$ cat src/rtl/alu_stream_pkg.sv
// Shared command encodings for alu_stream and its neighbours in the datapath.
package alu_stream_pkg;

  // The legacy 3-bit encoding is the low three bits of these codes.
  localparam logic [3:0] COMMAND_ADD  = 4'd0;
  localparam logic [3:0] COMMAND_SUB  = 4'd1;
  localparam logic [3:0] COMMAND_XOR  = 4'd2;
  localparam logic [3:0] COMMAND_SLT  = 4'd3;
  localparam logic [3:0] COMMAND_AND  = 4'd4;
  localparam logic [3:0] COMMAND_NAND = 4'd5;
  localparam logic [3:0] COMMAND_NOR  = 4'd6;
  localparam logic [3:0] COMMAND_OR   = 4'd7;
  localparam logic [3:0] COMMAND_MUL  = 4'd8;

endpackage

$ cat src/rtl/seq_multiplier.sv
// Unsigned shift-add multiplier: one multiplier bit per step, WIDTH-1 steps plus a
// combinational final step, so the full product is available when done_o rises.
module seq_multiplier #(
  parameter int WIDTH = 32
) (
  input  logic               clk,
  input  logic               rst_n,
  input  logic               start_i,
  input  logic               step_i,
  input  logic [WIDTH-1:0]   a_i,
  input  logic [WIDTH-1:0]   b_i,
  output logic               done_o,
  output logic [2*WIDTH-1:0] product_o
);

  localparam int CW = $clog2(WIDTH);

  logic [2*WIDTH-1:0] acc_q, acc_d;
  logic [2*WIDTH-1:0] mcand_q, mcand_d;
  logic [WIDTH-1:0]   mplier_q, mplier_d;
  logic [CW-1:0]      count_q, count_d;

  always_comb begin
    acc_d    = acc_q;
    mcand_d  = mcand_q;
    mplier_d = mplier_q;
    count_d  = count_q;
    if (start_i) begin
      acc_d    = '0;
      mcand_d  = {{WIDTH{1'b0}}, a_i};
      mplier_d = b_i;
      count_d  = CW'(WIDTH - 1);
    end else if (step_i && (count_q != '0)) begin
      if (mplier_q[0]) acc_d = acc_q + mcand_q;
      mcand_d  = mcand_q << 1;
      mplier_d = mplier_q >> 1;
      count_d  = count_q - CW'(1);
    end
  end

  always_ff @(posedge clk or negedge rst_n) begin
    if (!rst_n) begin
      acc_q    <= '0;
      mcand_q  <= '0;
      mplier_q <= '0;
      count_q  <= '0;
    end else begin
      acc_q    <= acc_d;
      mcand_q  <= mcand_d;
      mplier_q <= mplier_d;
      count_q  <= count_d;
    end
  end

  // The last multiplier bit is folded in here, so a stalled result stays stable.
  assign done_o    = (count_q == '0);
  assign product_o = acc_q + (mplier_q[0] ? mcand_q : '0);

endmodule

$ cat src/rtl/alu_stream.sv
// Handshaked ALU with a registered output stage and backpressure.
// Define ALU_STREAM_MUL_EN to include the multi-cycle MUL command.
module alu_stream
  import alu_stream_pkg::*;
#(
  parameter int WIDTH = 32
) (
  input  logic             clk,
  input  logic             rst_n,
  input  logic             in_valid,
  output logic             in_ready,
  input  logic [3:0]       command,
  input  logic [WIDTH-1:0] operand_a,
  input  logic [WIDTH-1:0] operand_b,
  output logic             out_valid,
  input  logic             out_ready,
  output logic [WIDTH-1:0] result,
  output logic             carryout,
  output logic             zero,
  output logic             overflow
);

  logic             out_valid_q, out_valid_d;
  logic [WIDTH-1:0] result_q;
  logic             carry_q, zero_q, ovf_q;

  logic             can_load, accept, load_en;
  logic [WIDTH-1:0] load_res;
  logic             load_c, load_o;

  logic [WIDTH-1:0] b_eff, alu_res;
  logic [WIDTH:0]   sum;
  logic             add_ovf, alu_c, alu_o;

  assign can_load = !out_valid_q || out_ready;

  // One adder serves ADD, SUB and SLT; anything but ADD subtracts.
  always_comb begin
    alu_res = '0;
    alu_c   = 1'b0;
    alu_o   = 1'b0;
    b_eff   = (command == COMMAND_ADD) ? operand_b : ~operand_b;
    sum     = {1'b0, operand_a} + {1'b0, b_eff} + (WIDTH+1)'(command != COMMAND_ADD);
    add_ovf = (operand_a[WIDTH-1] == b_eff[WIDTH-1]) && (sum[WIDTH-1] != operand_a[WIDTH-1]);
    case (command)
      COMMAND_ADD, COMMAND_SUB: begin
        alu_res = sum[WIDTH-1:0];
        alu_c   = sum[WIDTH];
        alu_o   = add_ovf;
      end
      COMMAND_SLT:  alu_res = WIDTH'(sum[WIDTH-1] ^ add_ovf);
      COMMAND_XOR:  alu_res = operand_a ^ operand_b;
      COMMAND_AND:  alu_res = operand_a & operand_b;
      COMMAND_NAND: alu_res = ~(operand_a & operand_b);
      COMMAND_NOR:  alu_res = ~(operand_a | operand_b);
      COMMAND_OR:   alu_res = operand_a | operand_b;
      COMMAND_MUL:  alu_res = '0;
      default:      alu_res = '0;
    endcase
  end

`ifdef ALU_STREAM_MUL_EN
  typedef enum logic {IDLE, MUL_RUN} state_t;
  state_t             state_q, state_d;
  logic               is_mul, mul_start, mul_step, mul_done, mul_load;
  logic [2*WIDTH-1:0] mul_product;

  assign is_mul    = (command == COMMAND_MUL);
  assign in_ready  = (state_q == IDLE) && can_load;
  assign accept    = in_valid && in_ready;
  assign mul_start = accept && is_mul;
  assign mul_step  = (state_q == MUL_RUN);
  assign mul_load  = mul_step && mul_done && can_load;

  seq_multiplier #(.WIDTH(WIDTH)) u_mul (
    .clk       (clk),
    .rst_n     (rst_n),
    .start_i   (mul_start),
    .step_i    (mul_step),
    .a_i       (operand_a),
    .b_i       (operand_b),
    .done_o    (mul_done),
    .product_o (mul_product)
  );

  always_comb begin
    state_d = state_q;
    case (state_q)
      IDLE:    if (mul_start) state_d = MUL_RUN;
      MUL_RUN: if (mul_load) state_d = IDLE;
      default: state_d = IDLE;
    endcase
  end

  always_ff @(posedge clk or negedge rst_n) begin
    if (!rst_n) state_q <= IDLE;
    else        state_q <= state_d;
  end

  always_comb begin
    load_en  = (accept && !is_mul) || mul_load;
    load_res = alu_res;
    load_c   = alu_c;
    load_o   = alu_o;
    if (mul_load) begin
      load_res = mul_product[WIDTH-1:0];
      load_c   = 1'b0;
      load_o   = |mul_product[2*WIDTH-1:WIDTH];
    end
  end
`else
  assign in_ready = can_load;
  assign accept   = in_valid && in_ready;
  assign load_en  = accept;
  assign load_res = alu_res;
  assign load_c   = alu_c;
  assign load_o   = alu_o;
`endif

  // A load on a consume edge keeps out_valid high with the new result.
  always_comb begin
    out_valid_d = out_valid_q;
    if (load_en)        out_valid_d = 1'b1;
    else if (out_ready) out_valid_d = 1'b0;
  end

  always_ff @(posedge clk or negedge rst_n) begin
    if (!rst_n) begin
      out_valid_q <= 1'b0;
      result_q    <= '0;
      carry_q     <= 1'b0;
      zero_q      <= 1'b0;
      ovf_q       <= 1'b0;
    end else begin
      out_valid_q <= out_valid_d;
      if (load_en) begin
        result_q <= load_res;
        carry_q  <= load_c;
        zero_q   <= (load_res == '0);
        ovf_q    <= load_o;
      end
    end
  end

  assign out_valid = out_valid_q;
  assign result    = result_q;
  assign carryout  = carry_q;
  assign zero      = zero_q;
  assign overflow  = ovf_q;

endmodule

$ cat config.mk
export PLATFORM = sky130hd
export DESIGN_NAME = alu_stream
export DESIGN_NICKNAME = d
export VERILOG_FILES = /design/src/rtl/alu_stream_pkg.sv /design/src/rtl/seq_multiplier.sv /design/src/rtl/alu_stream.sv
export SDC_FILE = /design/constraint.sdc
export NUM_CORES = 1
export LEC_CHECK = 0
export CAP_MARGIN = 10
export CORE_MARGIN = 2
export CORE_UTILIZATION = 50
export DETAILED_ROUTE_END_ITERATION = 12
export GPL_TIMING_DRIVEN = 0
export PLACE_DENSITY = 0.75
export SYNTH_ARGS = -nofsm -noshare
export SYNTH_HDL_FRONTEND = slang
export SYNTH_HIERARCHICAL = 1
export SYNTH_SLANG_ARGS = --single-unit
$ cat constraint.sdc
create_clock -name clk -period 8.06 [get_ports clk]
set_input_delay 1.612 -clock clk [delete_from_list [all_inputs] [get_ports clk]]
set_output_delay 1.612 -clock clk [all_outputs]
set_load 0.005 [all_outputs]
==> impl_metrics.py, run 1 <==
metrics = {
    "status": {
        "status": "completed",
    },
    "sta": {
        "setup-violations-final": 0,
        "rsz0062_at_grt": "false",
        "relSlewSlack_pct": 26.90,
        "post-route-period-util_pct": 95.96,
        "fin_skew_ns": 0.003240,
        "fmax_mhz": 129.3,
        "slew_viol_final": 0,
        "tightest_slew_ns": 1.097,
        "fin_tns_setup_ns": 0,
        "post-route-min-period_ns": 7.734,
        "finalHoldViolCount": 0,
    },
    "clocking": {
        "clk_latency_ns": 0.28,
        "cts_buffer_depth": 2,
        "cts_inserted_buffers": 5,
        "htreeDepth": 2,
        "post-cts-setup-buffers": 0,
        "cts.clk_slew.worst_paths_ns": 0.05,
        "cts_root_buf": "clkbuf_16",
        "cts_tree": "done",
        "cts_resized": 0,
        "cts_hold_buf": 0,
        "clock_sink_count": 36,
    },
    "routing": {
        "routed.top_layer": "met4",
        "firstDrtPassIters": 5,
        "wl_met1_um": 7986,
        "num_vias": 5807,
        "drc": 0,
        "drt.antenna.violating_nets": 0,
        "drtIter0Drc": 368,
        "wl_um": 18010,
        "wl_met3_um": 1217,
        "avgViaCountPerCell": 5.999,
        "dr_wl_met2_um": 8584,
        "wl_per_cell_um": 18.61,
    },
    "finish": {
        "area_growth_pct": 24.32,
        "nFillCells": 1041,
        "drive_gt1_share_pct": 4.364,
        "final_cell_mix": "clkdlybuf4s50_1, ha_1, xnor2_1, inv_1, nand2_1",
        "final_util_pct": 63.28,
        "nNetsFinal": 994,
        "fin_cells": 968,
        "antenna_cells": 0,
        "layout_commonest_cell": "clkdlybuf4s50_1",
    },
    "pwr": {
        "power_frac_clock_pct": 22.0,
        "totalPowerFinal_uw": 893.7,
        "intPower_uw": 558.4,
        "comb_power_share_pct": 52.9,
        "power.switching_uw": 335.2,
        "sw_frac_of_total_pct": 37.51,
        "seqPwrFrac_pct": 25.1,
        "powerDensity_nw_per_um2": 124.7,
        "peakVddDrop_v": 0.0001760,
        "leakage_uw": 0.003231,
    },
    "critical_path": {
        "cp-end-kind": "flip-flop",
        "crit_slowest_cell": "clkbuf_1",
        "crit_path_max_incr_delay_ns": 0.88,
        "path_max_fanout": 10,
        "crit_start": "command[3]",
        "crit_required_ns": 8.24,
        "crit_top_cell": "or4_1",
        "r2r-start": "out_valid$_DFFE_PN0P_",
        "worstSetupPathType": "input pin to flip-flop",
        "cp_cell_sequence": "clkdlybuf4s50_1 -> nor4_1 -> clkbuf_1 -> xnor2_1 -> ha_1 -> nand2b_1 -> a21oi_1 -> o311ai_0 -> o211ai_1 -> xnor2_1 -> o22ai_1 -> or4_1 -> or4_1 -> or4_1 -> o41ai_2",
        "cp.arrival_ns": 7.91,
        "start_kind": "input pin",
    },
    "yosys": {
        "synthAdderAreaFrac_pct": 21.19,
        "yosysWarnings": 6,
        "syn_avg_cell_area_um2": 8.106,
        "ys_seq_elements": 36,
        "synthSimpleGateAreaFrac_pct": 12.70,
        "synth_flop_cell": "dfrtp_1",
        "synth_edf_count": 0,
        "syn_inst": 711,
        "synth-xor-area-share_pct": 12.46,
        "synth_mux_area_share_pct": 7.924,
        "syn_nets": 880,
        "synth_top_family_by_area": "compound AO/OA/AOI/OAI gates",
        "seq_area_frac_synth_pct": 15.63,
        "synth_cell_types": 65,
        "synth_area_um2": 5763,
        "synth-compound-area-share_pct": 22.67,
        "synthArstFlopShare_pct": 100.0,
    },
    "floorplan": {
        "start_util_pct": 50.91,
        "core_area_um2": 11320,
        "rows": 39,
        "die_w_um": 111.4,
        "die_area_um2": 12400,
        "ios": 109,
        "dieHeight_um": 111.4,
    },
    "place": {
        "hpwl_um": 14460,
        "port_buffers": 106,
        "place_inst": 961,
        "gp_congestion": 0.9088,
    },
    "grt": {
        "antenna_found_initial": 0,
        "grtUsageTotal_pct": 28.52,
        "grt_max_degree": 37,
        "grt_pass1_vias": 5676,
        "grt_pass1_wl_um": 28950,
        "overflow": 0,
    },
    "min_path": {
        "holdCritStartpoint": "result[9]$_DFFE_PN0P_",
        "hold_class": "flip-flop to flip-flop",
    },
    "job": {
        "drv_cap": 0,
    },
}
## critical path, delay by kind of cell
family	cells	cell delay, ns
XOR/XNOR	2	0.35
buffers and inverters	2	1.32
adder cells (fa/ha/maj)	1	0.40
AND/OR/NAND/NOR	5	2.55
AO/OA/AOI/OAI	5	1.67
## final timing paths
kind	end	slack [ns]	cells after the start
max in group asynchronous	result[10]$_DFFE_PN0P_	6.17	1
min in group asynchronous	result[3]$_DFFE_PN0P_	1.41	1
worst max-delay path	zero$_DFFE_PN0P_	0.33	15
worst max register to register	zero$_DFFE_PN0P_	4.83	10
worst min register to register	result[9]$_DFFE_PN0P_	0.48	2
worst min-delay path	result[9]$_DFFE_PN0P_	0.48	2
## kinds of logic (layout without fill, tap and decap cells)
kind of cell	Yosys count	count (layout)
xor+xnor	82	82
buf+inv	111	225
mux	44	44
simple gates	145	145
compound gates	196	196
fa+ha+maj	97	97
flops	36	36
## registers in the layout, summed over array words and instances, names as in the netlist
register	count
zero	1
overflow	1
result	32
out_valid	1
carryout	1
## through the flow
| step | cell area (um2) | hold slack (ns) | setup WS (ns) |
|---|---|---|---|
| 4_1_cts | 7164 | 0.4799 | 0.4701 |
| 2_1_floorplan | 5763 | 0.4673 | 1.887 |
| 3_5_place_dp | 7012 | 0.4688 | 0.2063 |
| 5_1_grt | 7164 | 0.5172 | 0.1669 |
| 3_3_place_gp | 7003 | 0.4640 | 0.2249 |
| 6_report | 7164 | 0.4796 | 0.3256 |
## cells in the mapped netlist (all sizes together), types with 3 or more instances
library cell | instances | share of area, %
xor2 | 7 | 1.1
nand2 | 53 | 3.5
xnor2 | 75 | 11
o21bai | 3 | 0.39
o41ai | 3 | 0.59
nor2 | 21 | 1.4
o31ai | 6 | 0.78
o21a | 3 | 0.39
mux2 | 13 | 2.5
o211ai | 7 | 0.91
dfrtp | 36 | 16
o21ai | 51 | 4.4
or3 | 3 | 0.33
or4 | 5 | 0.72
nor2b | 4 | 0.43
a211oi | 10 | 1.4
buf | 6 | 0.59
a21o | 10 | 1.3
a22o | 7 | 1.1
nor3 | 9 | 0.78
a222oi | 8 | 1.4
mux2i | 31 | 5.4
nand3 | 12 | 1.3
and2 | 3 | 0.33
inv | 74 | 4.8
a22oi | 15 | 2.0
nand2b | 13 | 1.4
a21oi | 45 | 3.9
ha | 96 | 21
a31oi | 5 | 0.54
nand4 | 9 | 0.98
clkbuf | 31 | 2.0
## metal layers
metal  track usage, %  up-vias
met5                0        -
met4            6.091        0
met3            3.593       18
met2            49.15      210
met1            38.55     2814
li1                 -     2765
## area by class of cell
cell class / count / area [um2] / share of cell area (%)
multi-input cells: 564 / 4441 / 61.98
repair buffers: 107 / 1064 / 14.84
flip-flops and latches: 36 / 900.9 / 12.57
inverters: 74 / 277.8 / 3.877
well taps: 143 / 178.9 / 2.497
clock buffers: 7 / 152.6 / 2.131
plain buffers: 37 / 150.1 / 2.096
## power by group through the flow
stage,registers [uW],logic (uW),clock network [uW]
after CTS,224,468,197
after detailed placement,226,465,0
after floorplan,225,277,0
after global placement,226,454,0
final,224,473,197
after global routing,227,518,203
No activity file was read; power rests on OpenSTA's default activity.
==> run 2: changes to the inputs <==
Settings changed: CAP_MARGIN 10 to 25.
==> impl_metrics.py, run 2 (synthesis results as in run 1) <==
metrics = {
    "status": {
        "status": "completed",
    },
    "routing": {
        "drt.antenna.violating_nets": 0,
        "num_vias": 5833,
        "wl_um": 18000,
        "routed.top_layer": "met4",
        "drtIter0Drc": 381,
        "avgViaCountPerCell": 6.020,
        "drc": 0,
        "wl_per_cell_um": 18.58,
        "firstDrtPassIters": 5,
        "wl_met3_um": 1157,
        "dr_wl_met2_um": 8559,
        "wl_met1_um": 8037,
    },
    "finish": {
        "largest_reg_flops": 32,
        "nNetsFinal": 995,
        "antenna_cells": 0,
        "final_util_pct": 63.38,
        "layout_commonest_cell": "clkdlybuf4s50_1",
        "area_growth_pct": 24.51,
        "drive_gt1_share_pct": 4.479,
        "stdcell_area_um2": 7176,
        "final_cell_mix": "clkdlybuf4s50_1, ha_1, xnor2_1, inv_1, nand2_1",
    },
    "floorplan": {
        "dieHeight_um": 111.4,
        "ios": 109,
        "die_w_um": 111.4,
        "core_area_um2": 11320,
        "die_area_um2": 12400,
        "start_util_pct": 50.91,
        "rows": 39,
    },
    "critical_path": {
        "r2r-start": "out_valid$_DFFE_PN0P_",
        "r2r_end": "zero$_DFFE_PN0P_",
        "worst_r2r_path_depth": 10,
        "r2r_setup_slack_ns": 4.84,
        "crit_start": "command[3]",
        "crit_required_ns": 8.24,
        "cp.arrival_ns": 7.80,
        "start_kind": "input pin",
        "worstSetupPathType": "input pin to flip-flop",
        "cp-end-kind": "flip-flop",
        "path_max_fanout": 10,
    },
    "job": {
        "drv_cap": 0,
    },
    "clocking": {
        "post-cts-setup-buffers": 0,
        "cts.clk_slew.worst_paths_ns": 0.05,
        "cts_hold_buf": 0,
        "cts_buffer_depth": 2,
        "cts_tree": "done",
        "cts_resized": 0,
        "cts_inserted_buffers": 5,
        "htreeDepth": 2,
        "clock_sink_count": 36,
        "cts_root_buf": "clkbuf_16",
        "clk_latency_ns": 0.28,
    },
    "sta": {
        "finalHoldViolCount": 0,
        "slew_viol_final": 0,
        "post-route-period-util_pct": 94.52,
        "fmax_mhz": 131.3,
        "fin_ws_ns": 0.4419,
        "setup-violations-final": 0,
        "rsz0062_at_grt": "false",
        "fin_tns_setup_ns": 0,
        "relSlewSlack_pct": 33.51,
        "fin_skew_ns": 0.003738,
        "tightest_slew_ns": 0.9845,
        "post-route-min-period_ns": 7.618,
    },
    "grt": {
        "grt_pass1_vias": 5676,
        "antenna_found_initial": 0,
        "grt_pass1_wl_um": 28950,
        "grt_max_degree": 37,
        "grtUsageTotal_pct": 28.52,
        "overflow": 0,
    },
    "place": {
        "hpwl_um": 14460,
        "pre_cts_ws_ns": 0.2063,
        "placed_area_um2": 7012,
        "port_buffers": 106,
        "gp_congestion": 0.9088,
    },
    "pwr": {
        "powerDensity_nw_per_um2": 124.6,
        "leakage_uw": 0.003237,
        "peakVddDrop_v": 0.0001762,
        "power_frac_clock_pct": 22.1,
        "intPower_uw": 558.7,
        "comb_power_share_pct": 52.9,
        "sw_frac_of_total_pct": 37.52,
        "totalPowerFinal_uw": 894.3,
        "seqPwrFrac_pct": 25.0,
        "power.switching_uw": 335.6,
    },
    "min_path": {
        "hold_depth": 2,
        "hold_end": "result[9]$_DFFE_PN0P_",
        "hold_class": "flip-flop to flip-flop",
        "holdCritStartpoint": "result[9]$_DFFE_PN0P_",
    },
}
## run 2: cell types whose count changed in the layout (fill, tap and decap cells not counted), sizes merged
cell  before  now
buf        8    9
## run 2: worst max-delay path: stages
cell             delay [ns]
clkdlybuf4s50_1        0.43
nor4_1                 0.81
clkbuf_1               0.70
xnor2_1                0.13
ha_1                   0.30
clkbuf_1               0.30
nand2_1                0.15
o21ai_0                0.39
a21oi_1                0.20
o41ai_1                0.93
a31o_2                 0.34
o21ai_0                0.14
or4_1                  0.49
or4_1                  0.53
o41ai_2                0.33
## run 2: metrics by stage
stage	hold slack [ns]	instances
2_1_floorplan	0.4673	711
3_3_place_gp	0.4640	960
3_5_place_dp	0.4688	961
4_1_cts	0.4799	968
5_1_grt	0.5172	969
6_report	0.4797	969
## run 2: power groups by stage
stage	sequential [uW]	combinational (uW)	clock, uW
2_1_floorplan	225	277	0
6_report	224	473	198
3_5_place_dp	226	465	0
3_3_place_gp	226	454	0
4_1_cts	224	468	197
5_1_grt	227	518	203
## run 2: routing by layer
metal	up-vias	track usage, %
met1	2824	38.55
met5	-	0
met3	20	3.593
met4	0	6.091
met2	219	49.15
li1	2770	-
## run 2: cell type report
class                           instances  area [um2]
Clock buffer                            7       152.6
Fill cell                            1042        4145
Tap cell                              143       178.9
Multi-Input combinational cell        564        4441
Inverter                               74       277.8
Sequential cell                        36       900.9
Buffer                                 37       150.1
Timing Repair Buffer                  108        1075
## run 2: worst max-delay path by stage
stage | end | cells past startpoint
global route | zero$_DFFE_PN0P_ | 15
finish | zero$_DFFE_PN0P_ | 15
floorplan | zero$_DFFE_PN0P_ | 15
detailed placement | zero$_DFFE_PN0P_ | 15
CTS | zero$_DFFE_PN0P_ | 15
global placement | zero$_DFFE_PN0P_ | 15
